[src/rtl/oam_dma_pkg.sv]
// oam_dma_pkg: shared types and constants for the sprite-DMA controller.
//   dma_state_t   controller state encoding
//   OAM_DMA_ADDR  CPU write address that triggers a sprite DMA ($4014)
//   OAMDATA_ADDR  destination address of every DMA write ($2004)
package oam_dma_pkg;

    typedef enum logic [2:0] {
        IDLE  = 3'd0,
        HALT  = 3'd1,
        ALIGN = 3'd2,
        READ  = 3'd3,
        WRITE = 3'd4
    } dma_state_t;

    localparam logic [15:0] OAM_DMA_ADDR = 16'h4014;
    localparam logic [15:0] OAMDATA_ADDR = 16'h2004;

endpackage

[src/rtl/oam_dma.sv]
// oam_dma: sprite-DMA controller and bus arbiter between the 6502 core and
// the system bus. A core write of P to DMA_REG halts the core and copies
// $P00-$PFF to OAM_DATA, one read/write pair per byte. When idle the core's
// bus signals pass straight through.
// Ports:
//   clk         system clock, state advances on the falling edge (as the cpu)
//   rst_n       asynchronous active-low reset
//   cpu_addr    core address          cpu_rw     core direction (1 = read)
//   cpu_wdata   core write data       cpu_rdy    1 = core may advance
//   bus_addr    arbitrated address    bus_rw     arbitrated direction
//   bus_wdata   arbitrated write data bus_rdata  read data from the decoder
//   dma_active  1 while the controller owns the bus
//   dma_index   current byte index (debug)
module oam_dma
    import oam_dma_pkg::*;
#(
    parameter logic [15:0] DMA_REG  = OAM_DMA_ADDR,
    parameter logic [15:0] OAM_DATA = OAMDATA_ADDR
) (
    input  logic        clk,
    input  logic        rst_n,
    input  logic [15:0] cpu_addr,
    input  logic        cpu_rw,
    input  logic [7:0]  cpu_wdata,
    output logic        cpu_rdy,
    output logic [15:0] bus_addr,
    output logic        bus_rw,
    output logic [7:0]  bus_wdata,
    input  logic [7:0]  bus_rdata,
    output logic        dma_active,
    output logic [7:0]  dma_index
);

    dma_state_t state;
    dma_state_t state_nxt;
    logic [7:0] page;
    logic [7:0] index;
    logic [7:0] latch;
    logic       parity;
    logic       trigger;

    // Only an idle controller listens for the trigger; writes to DMA_REG
    // issued while halted are ignored.
    assign trigger   = (state == IDLE) && !cpu_rw && (cpu_addr == DMA_REG);
    assign dma_index = index;

    always_ff @(negedge clk or negedge rst_n) begin
        if (!rst_n) begin
            state  <= IDLE;
            page   <= 8'h00;
            index  <= 8'h00;
            latch  <= 8'h00;
            parity <= 1'b0;
        end else begin
            // Free-running cycle parity, used to align the first read.
            parity <= ~parity;
            state  <= state_nxt;
            if (trigger) begin
                page  <= cpu_wdata;
                index <= 8'h00;
            end
            if (state == READ) begin
                latch <= bus_rdata;
            end
            // The last byte leaves index at $FF so it never rolls into the
            // next page.
            if ((state == WRITE) && (index != 8'hFF)) begin
                index <= index + 8'd1;
            end
        end
    end

    always_comb begin
        state_nxt  = state;
        cpu_rdy    = 1'b0;
        dma_active = 1'b1;
        bus_addr   = cpu_addr;
        bus_rw     = cpu_rw;
        bus_wdata  = cpu_wdata;
        case (state)
            IDLE: begin
                cpu_rdy    = 1'b1;
                dma_active = 1'b0;
                if (trigger) begin
                    state_nxt = HALT;
                end
            end
            HALT: begin
                // Dummy read at whatever address the halted core presents.
                bus_rw    = 1'b1;
                state_nxt = parity ? ALIGN : READ;
            end
            ALIGN: begin
                bus_rw    = 1'b1;
                state_nxt = READ;
            end
            READ: begin
                bus_addr  = {page, index};
                bus_rw    = 1'b1;
                state_nxt = WRITE;
            end
            WRITE: begin
                bus_addr  = OAM_DATA;
                bus_rw    = 1'b0;
                bus_wdata = latch;
                state_nxt = (index == 8'hFF) ? IDLE : READ;
            end
            default: begin
                state_nxt = IDLE;
            end
        endcase
    end

endmodule

[config.mk]
export PLATFORM = sky130hd
export DESIGN_NAME = oam_dma
export DESIGN_NICKNAME = d
export VERILOG_FILES = /design/src/rtl/oam_dma_pkg.sv /design/src/rtl/oam_dma.sv
export SDC_FILE = /design/constraint.sdc
export NUM_CORES = 1
export LEC_CHECK = 0
export BUFFER_PORTS_ARGS = -buffer_cell sky130_fd_sc_hd__buf_2
export CAP_MARGIN = 40
export CORE_ASPECT_RATIO = 1.25
export CORE_MARGIN = 3
export CORE_UTILIZATION = 35
export DETAILED_ROUTE_END_ITERATION = 12
export PLACE_DENSITY = 0.68
export SYNTH_ARGS = -nofsm -noshare
export SYNTH_HDL_FRONTEND = slang
export SYNTH_SLANG_ARGS = --single-unit
[constraint.sdc]
create_clock -name clk -period 3.18 [get_ports clk]
set_input_delay 0.477 -clock clk [delete_from_list [all_inputs] [get_ports clk]]
set_output_delay 0.477 -clock clk [all_outputs]
set_load 0.01 [all_outputs]
==> results of run 1 <==
-- what timing repair did --
item | 4_1_cts | 5_1_grt
buffers inserted | 6 | 0
setup endpoints to repair | 43 | 43
pin swaps | 12 | 2
gates cloned | 1 | 0
hold buffers | 0 | 0
gates resized for setup | 34 | 6
-- sequential cells by signal, summed over array words and instances (netlist names) --
signal     count
latch          8
dma_index      8
parity         1
state          3
page           8
-- layout by cell type, fill, tap and decap left out, types with 3 or more instances in the layout --
cell / instances
buf_2: 55
dfrtn_1: 28
buf_4: 20
nand2_1: 18
buf_6: 17
nand2_4: 14
a22o_1: 14
o21ai_0: 12
mux2_4: 8
mux2_2: 8
nand2_2: 5
nor2_1: 5
nor3_1: 4
clkbuf_8: 4
nor2_4: 3
inv_1: 3
buf_8: 3
buf_12: 3
-- worst max-delay path: stages (launching register included) --
cell and delay, ns:
dfrtn_1 0.57, nand2_4 0.08, nor2_4 0.12, buf_12 0.15
mux2i_2 0.22, nand2_2 0.08, buf_6 0.12
-- per-layer routing --
metal  global-route usage  routed length, um  share of wire  vias to the layer above
met5                    0                  0              0                        -
met4              0.03659                 37         0.0077                        0
met3              0.04378                325          0.068                        6
met2               0.3383               2476           0.52                       58
met1               0.2293               1942           0.41                      764
li1                     -                  -              -                      785
-- stage by stage --
step | hold WS, ns | instances | total power, uW
floorplan | 0.2926 | 167 | 1274
global placement | 0.3046 | 303 | 1590
detailed placement | 0.3057 | 303 | 1612
CTS | 0.3072 | 314 | 1986
global route | 0.3378 | 314 | 2128
finish | 0.3045 | 314 | 1991
-- path summary, 6_finish.rpt --
path / startpoint / end / slack, ns / cells past startpoint
max in group asynchronous: rst_n / state[0]$_DFFE_NN0P_ / 1.05 / 1
setup / recovery: state[0]$_DFFE_NN0P_ / bus_addr[2] / -0.51 / 6
hold / removal: parity$_DFF_NN0_ / parity$_DFF_NN0_ / 0.30 / 1
hold reg to reg: parity$_DFF_NN0_ / parity$_DFF_NN0_ / 0.30 / 1
setup reg to reg: state[1]$_DFFE_NN0P_ / page[0]$_DFFE_NN0P_ / 1.16 / 8
min in group asynchronous: rst_n / dma_index[0]$_DFFE_NN0P_ / 1.68 / 1
-- synth_stat cells, types with 2 or more instances --
cell	n
nor2_1	6
mux2i_1	2
nor4_1	2
nor3_1	4
a22o_1	14
mux2_2	16
nor2b_1	2
nand3b_1	2
nand3_1	2
buf_2	3
o21ai_0	12
nand2_1	37
inv_1	3
buf_6	2
dfrtn_1	28
clkbuf_1	6
-- cell families (layout without fill, tap and decap cells) --
kind of cell             after synthesis  after routing
multiplexers                          18             18
AND/OR/NAND/NOR                       67             68
buffers and inverters                 15            105
flip-flops                            28             28
XOR/XNOR                               1              1
adder cells (fa/ha/maj)                1              1
AO/OA/AOI/OAI                         37             37
-- layout make-up --
| class | instances | share of cell area |
|---|---|---|
| multi-input cells | 125 | 0.4035 |
| repair buffers | 98 | 0.2762 |
| flip-flops and latches | 28 | 0.2681 |
| well taps | 56 | 0.02681 |
| clock buffers | 4 | 0.02106 |
| inverters | 3 | 0.004308 |
-- report_power, final --
group          switching (uW)  internal [uW]
clock network             111            111
registers                 123            478
logic                     560            609
==> results.cfg, run 1 <==
[status]
outcome = finished with violations
violations = setup timing

[logic_synthesis]
synth_top_family_by_area = simple AND/OR/NAND/NOR gates
synth_top_area_cell = dfrtn_1
async_flop_share = 1.000
synth_compound_area_frac = 0.1713
synth_edf_count = 0
syn-num-nets = 203
synth-main-ff-cell = dfrtn_1
syn_area_per_cell_um2 = 9.620
ys_seq_area_frac = 0.4361
synth_top_area_share = 0.4361
postSynthCellCount = 167
ys_types = 42
synth_warnings = 0
synth_fa_ha_area_frac = 0.007788
synthMuxAreaShare = 0.1246
ys_seq_elements = 28
synth.area.top_cells = dfrtn_1 (44%), mux2_2 (11%), nand2_1 (8.6%)
yosys.area_share.simple = 0.2056
synth_area_um2 = 1607
synthXorXnorAreaFrac = 0.005452

[critical_path]
startpoint_type = flop
end_kind = output port
required_ns = 2.70
path_max_fanout = 7
critPathKind = reg2out
critical_path_arrival_ns = 3.22

[floorplan]
placement_rows = 26
die_h_um = 81.75
dieArea_um2 = 5444
pin_count = 70
design.core.area_um2 = 4262
start_util = 0.3770
die_w_um = 66.60

[cts]
cts_tree = built
cts_sinks = 28
clkLatencyLatePin_ns = 0.28
numCtsBuffers = 3
cts_buffer_depth = 2
htree_levels = 1
clk_pin_slew_worst_paths_ns = 0.06
root_buffer = clkbuf_8

[placement]
port-buffer-count = 69
gp_congestion = 0.8645
pre_cts_ws_ns = -0.4164
place_area_um2 = 2307
place_hpwl_um = 3563

[final_layout]
multi_input_area_um2 = 1055
seqCellArea_um2 = 700.7
antenna_cells = 0
fin_util = 0.6133
final_area_um2 = 2614
fill_cells = 352
area_delta_synth_final_pct = 62.69
drive_gt1_frac = 0.5853
num-nets-final = 295

[power_and_ir_drop]
p_leak_uw = 0.001280
ir_worst_vdd_uv = 345.1
power_density_nw_per_um2 = 761.7

[global_routing]
grt_max_degree = 29
grt_pass1_wl_um = 7928
grt_pass1_vias = 1622
gr-total-overflow = 0
antenna_found_initial = 0
grt_usage = 0.1885

[timing]
hold_viol = 0
skew_ns = 0.002174
rsz0062_at_grt = yes
tns_ns = -12.48
drv_slew = 0
relSlewSlack = 0.5723
worst_slew_pin_slew_ns = 0.6332
setup_viol = 32
layout_setup_ws_ns = -0.5132

[drt]
drtAntennaViolNets = 0
viasPerCell = 5.137
drt_first_pass_iters = 4
post-route-drc-count = 0
drt-initial-drc-count = 121
wl_per_cell_um = 15.23
wl_um = 4781
vias = 1613

[job]
maxCapViolations = 0

[worst_hold_path]
hold_class = reg2reg
No activity file was read; power rests on OpenSTA's default activity.
==> run 2, diff against run 1 <==
--- a/config.mk
+++ b/config.mk
@@ -9,9 +9,9 @@
 export CAP_MARGIN = 40
 export CORE_ASPECT_RATIO = 1.25
 export CORE_MARGIN = 3
-export CORE_UTILIZATION = 35
+export CORE_UTILIZATION = 41
 export DETAILED_ROUTE_END_ITERATION = 12
-export PLACE_DENSITY = 0.68
+export PLACE_DENSITY = 0.77
 export SYNTH_ARGS = -nofsm -noshare
 export SYNTH_HDL_FRONTEND = slang
 export SYNTH_SLANG_ARGS = --single-unit
==> run 2 against run 1 <==
Effect of this change:
- the run still ends with setup timing left
- utilization rose by 13 points
- clock-buffer cell count fell by 1
- via count rose by 7.1%
- highest routed layer unchanged
- first-iteration DRC count fell by 13%
- critical path depth did not move
- non-clock buffer count rose by 8
==> results.cfg, run 2 (synthesis results as in run 1) <==
[global_routing]
grtUsageMet2 = 0.3890
grt_pass1_wl_um = 8645
top_usage_layer = met2
grt_usage = 0.2338
grt_max_degree = 29
antenna_found_initial = 0
grt_pass1_vias = 1824
grt_use_met1 = 0.3011
gr-total-overflow = 0
grtUsageMet3 = 0.04746

[cts]
numCtsBuffers = 3
root_buffer = clkbuf_8
cts_tree = built
cts_hold_buf = 0
htree_levels = 1
clk_pin_slew_worst_paths_ns = 0.07
cts_buffer_depth = 2
cts_sinks = 28
clkLatencyLatePin_ns = 0.28

[placement]
gp_congestion = 0.8675
place_hpwl_um = 3515
port-buffer-count = 69

[critical_path]
required_ns = 2.70
end_kind = output port
rrSetupSlack_ns = 1.15
reg2regPathDepth = 6
critical_path_arrival_ns = 3.23
path_max_fanout = 5
startpoint_type = flop
critPathKind = reg2out

[power_and_ir_drop]
power_uw = 2144
p_leak_uw = 0.001338
power_density_nw_per_um2 = 791.3
ir_worst_vdd_uv = 408.2

[drt]
wl_per_cell_um = 16.75
drt-initial-drc-count = 105
wl_um = 5328
drt_first_pass_iters = 4
vias = 1727
post-route-drc-count = 0
viasPerCell = 5.431
drtAntennaViolNets = 0

[floorplan]
die_w_um = 61.99
start_util = 0.4421
die_h_um = 75.99
pin_count = 70
dieArea_um2 = 4710
placement_rows = 24
design.core.area_um2 = 3633

[timing]
rsz0062_at_grt = yes
hold_viol = 0
skew_ns = 0.005947
setup_viol = 35
drv_slew = 0
holdWs_ns = 0.3135
layout_setup_ws_ns = -0.5248
worst_slew_pin_slew_ns = 0.6687
relSlewSlack = 0.5483

[worst_hold_path]
min_path_cells = 1
hold_class = reg2reg

[final_layout]
fill_cells = 236
num-nets-final = 303
antenna_cells = 0
layout_commonest_cell = buf_2
drive_gt1_frac = 0.6053
area_delta_synth_final_pct = 68.69
final_cell_mix = buf_2 (56), dfrtn_1 (28), buf_4 (25)

[job]
maxCapViolations = 0

[status]
violations = setup timing
outcome = finished with violations
[run 2: worst max-delay path, stage by stage (launching register included)]
cell     delay (ns)
dfrtn_1        0.40
buf_6          0.14
or3b_4         0.42
buf_12         0.17
nand2_4        0.06
nand2_4        0.04
buf_6          0.11
[run 2: timing repair]
item,4_1_cts,5_1_grt
resized for setup,37,11
endpoints found under the hold margin,0,0
pin swaps,16,9
setup endpoints to repair,35,42
setup buffers,12,0
cloned,2,0
[run 2: worst paths after layout]
check / start / end
setup reg to reg: state[1]$_DFFE_NN0P_ / dma_index[5]$_DFFE_NN0P_
hold / removal: parity$_DFF_NN0_ / parity$_DFF_NN0_
min in group asynchronous: rst_n / state[1]$_DFFE_NN0P_
max in group asynchronous: rst_n / page[2]$_DFFE_NN0P_
setup / recovery: state[1]$_DFFE_NN0P_ / bus_wdata[3]
hold reg to reg: parity$_DFF_NN0_ / parity$_DFF_NN0_
[run 2: cell type report]
class	count	area, um2	share of cell area
clock buffers	3	41.29	0.01524
clock inverters	1	30.03	0.01108
inverters	3	11.26	0.004155
multi-input cells	125	1071	0.3952
flip-flops and latches	28	700.7	0.2585
well taps	52	65.06	0.02401
repair buffers	106	790.8	0.2918
[run 2: through the flow]
step	std cells	setup TNS (ns)	setup slack, ns	util	instance area, um2
4_1_cts	319	-12.61	-0.4969	0.7373	2679
3_3_place_gp	301	-9.474	-0.3191	0.6377	2317
2_1_floorplan	167	-4.198	-0.2444	-	1819
6_report	318	-13.41	-0.5248	0.7459	2710
5_1_grt	318	-15.22	-0.5834	0.7459	2710
3_5_place_dp	301	-10.62	-0.3885	0.6377	2317
[run 2: metal layers]
metal,wire [um],vias up
met5,0,-
met3,319,6
met4,60,0
li1,-,796
met1,2169,845
met2,2779,80
[run 2: power breakdown]
part           internal (uW)  switching, uW  total [uW]
Combinational            656            614        1270
Sequential               478            112         590
Clock                    169            115         284
==> run 3, diff against run 2 <==
==> constraint.sdc (replaced) <==
create_clock -name clk -period 3.18 [get_ports clk]
set_input_delay 0.795 -clock clk [delete_from_list [all_inputs] [get_ports clk]]
set_output_delay 0.795 -clock clk [all_outputs]
set_load 0.01 [all_outputs]
==> run 3 against run 2 <==
Effect of this change:
- the run still ends with setup timing left
- flip-flop and latch count is the same
- via count shrank 2.4%
- die area is the same
- critical path depth is the same
- wire length shrank 5.9%
- hold slack lost 0.0068 ns
- sequential share of layout area shrank 0.56 points
- final area grew 2.2%
- utilization grew 1.7 points
- clock-buffer cell count grew 1
- first-iteration DRC count shrank 48%
==> results.cfg, run 3 (synthesis results as in run 1) <==
[floorplan]
dieArea_um2 = 4710
die_w_um = 61.99
die_h_um = 75.99
placement_rows = 24
pin_count = 70
start_util = 0.4421
design.core.area_um2 = 3633

[cts]
cts_hold_buf = 0
numCtsBuffers = 3
root_buffer = clkbuf_8
htree_levels = 1
cts_sinks = 28
clk_pin_slew_worst_paths_ns = 0.06
clkLatencyLatePin_ns = 0.28
cts_tree = built
cts_buffer_depth = 2

[critical_path]
critical_path_arrival_ns = 3.18
r2r-end = dma_index[3]$_DFFE_NN0P_
startpoint_type = flop
r2r_start = state[0]$_DFFE_NN0P_
rrSetupSlack_ns = 0.95
reg2regPathDepth = 6
critPathKind = reg2out
end_kind = output port
path_max_fanout = 8
required_ns = 2.38

[power_and_ir_drop]
p_int_uw = 1266
p_sw_uw = 832.6
power_density_nw_per_um2 = 757.5
sw_frac_of_total = 0.3968
p_comb_frac = 0.621
p_leak_uw = 0.001354
clkPwrFrac = 0.108
ir_worst_vdd_uv = 449.2
seq_power_share = 0.271

[drt]
drt-initial-drc-count = 55
drt_first_pass_iters = 4
vias = 1685
wl_per_cell_um = 15.66
wl_um = 5012
drtAntennaViolNets = 0
post-route-drc-count = 0
viasPerCell = 5.266

[worst_hold_path]
hp-start = parity$_DFF_NN0_
hold_class = reg2reg
min_path_cells = 1
hold_end = parity$_DFF_NN0_

[placement]
gp_congestion = 0.8562
place_hpwl_um = 3617
port-buffer-count = 69
dp_cells = 307

[final_layout]
area_delta_synth_final_pct = 72.43
final_cell_mix = buf_2 (49), buf_4 (32), dfrtn_1 (28)
num-nets-final = 305
final_cells = 320
antenna_cells = 0
fin_util = 0.7624
drive_gt1_frac = 0.6381
layout_commonest_cell = buf_2

[timing]
rsz0062_at_grt = yes
skew_ns = 0.003284
hold_viol = 0
setup_viol = 52
worst_slew_pin_slew_ns = 0.7813
holdWs_ns = 0.3067
relSlewSlack = 0.4723
layout_setup_ws_ns = -0.7931
drv_slew = 0

[global_routing]
gr-total-overflow = 0
grt_max_degree = 29
grt_pass1_wl_um = 8300
grt_usage = 0.2271
grt_pass1_vias = 1772
antenna_found_initial = 0

[status]
violations = setup timing
outcome = finished with violations

[job]
maxCapViolations = 0
==> run 3: changes by cell type in the layout (fill, tap and decap cells not counted), moves of 2 or more <==
cell	before	now
nand2_2	4	6
buf_2	56	49
nand2_4	15	13
o21ai_2	0	6
o21ai_0	11	5
buf_8	2	4
buf_4	25	32
==> run 3: routing by layer <==
layer,vias up,track usage,part of all wire
met4,0,0.03397,0.0054
met3,4,0.03390,0.049
met1,821,0.3050,0.43
li1,800,-,-
met2,60,0.3828,0.52
met5,-,0,0
==> run 3: worst max-delay path, cell delays in order, from the launching register on <==
cell and delay (ns):
dfrtn_1 0.55, nand2_4 0.08, nor2_4 0.13, buf_12 0.14, buf_8 0.12, a22o_1 0.16
buf_2 0.14
==> run 3: how the worst max path moves through the flow <==
stage                                     from                  end  slack, ns  cells after the start
after floorplan                    cpu_addr[6]  page[1]$_DFFE_NN0P_      -0.56                      5
after global placement             cpu_addr[6]  page[0]$_DFFE_NN0P_      -0.61                      6
after detailed placement           cpu_addr[6]  page[6]$_DFFE_NN0P_      -0.63                      6
after CTS                 state[1]$_DFFE_NN0P_          bus_addr[5]      -0.78                      6
after global routing      state[1]$_DFFE_NN0P_          bus_addr[5]      -0.88                      6
final                     state[1]$_DFFE_NN0P_         bus_addr[14]      -0.79                      6
==> run 3: timing repair <==
action                     4_1_cts  5_1_grt
cloned                           2        0
resized for setup               57        5
pin swaps                       20        8
buffers inserted                 7        1
setup endpoints to repair       52       52
==> run 3: power groups by stage <==
stage	Sequential (uW)	Combinational, uW	Clock, uW
2_1_floorplan	578	711	0
3_3_place_gp	569	1060	0
3_5_place_dp	575	1080	0
4_1_cts	568	1280	231
5_1_grt	584	1410	245
6_report	569	1300	227
==> run 3: cell type report <==
class | count | area [um2]
Clock buffer | 4 | 55.05
Fill cell | 260 | 863.3
Inverter | 3 | 11.26
Multi-Input combinational cell | 125 | 1100
Sequential cell | 28 | 700.7
Tap cell | 52 | 65.06
Timing Repair Buffer | 108 | 838.3
==> run 3: per-stage QoR <==
| stage | setup TNS, ns | worst slack [ns] | instance area, um2 | total power (uW) |
|---|---|---|---|---|
| floorplan | -17.40 | -0.5624 | 1828 | 1288 |
| global placement | -22.15 | -0.6135 | 2359 | 1626 |
| detailed placement | -22.96 | -0.6317 | 2359 | 1656 |
| CTS | -25.14 | -0.7788 | 2754 | 2079 |
| global route | -27.76 | -0.8752 | 2770 | 2238 |
| finish | -24.61 | -0.7931 | 2770 | 2098 |
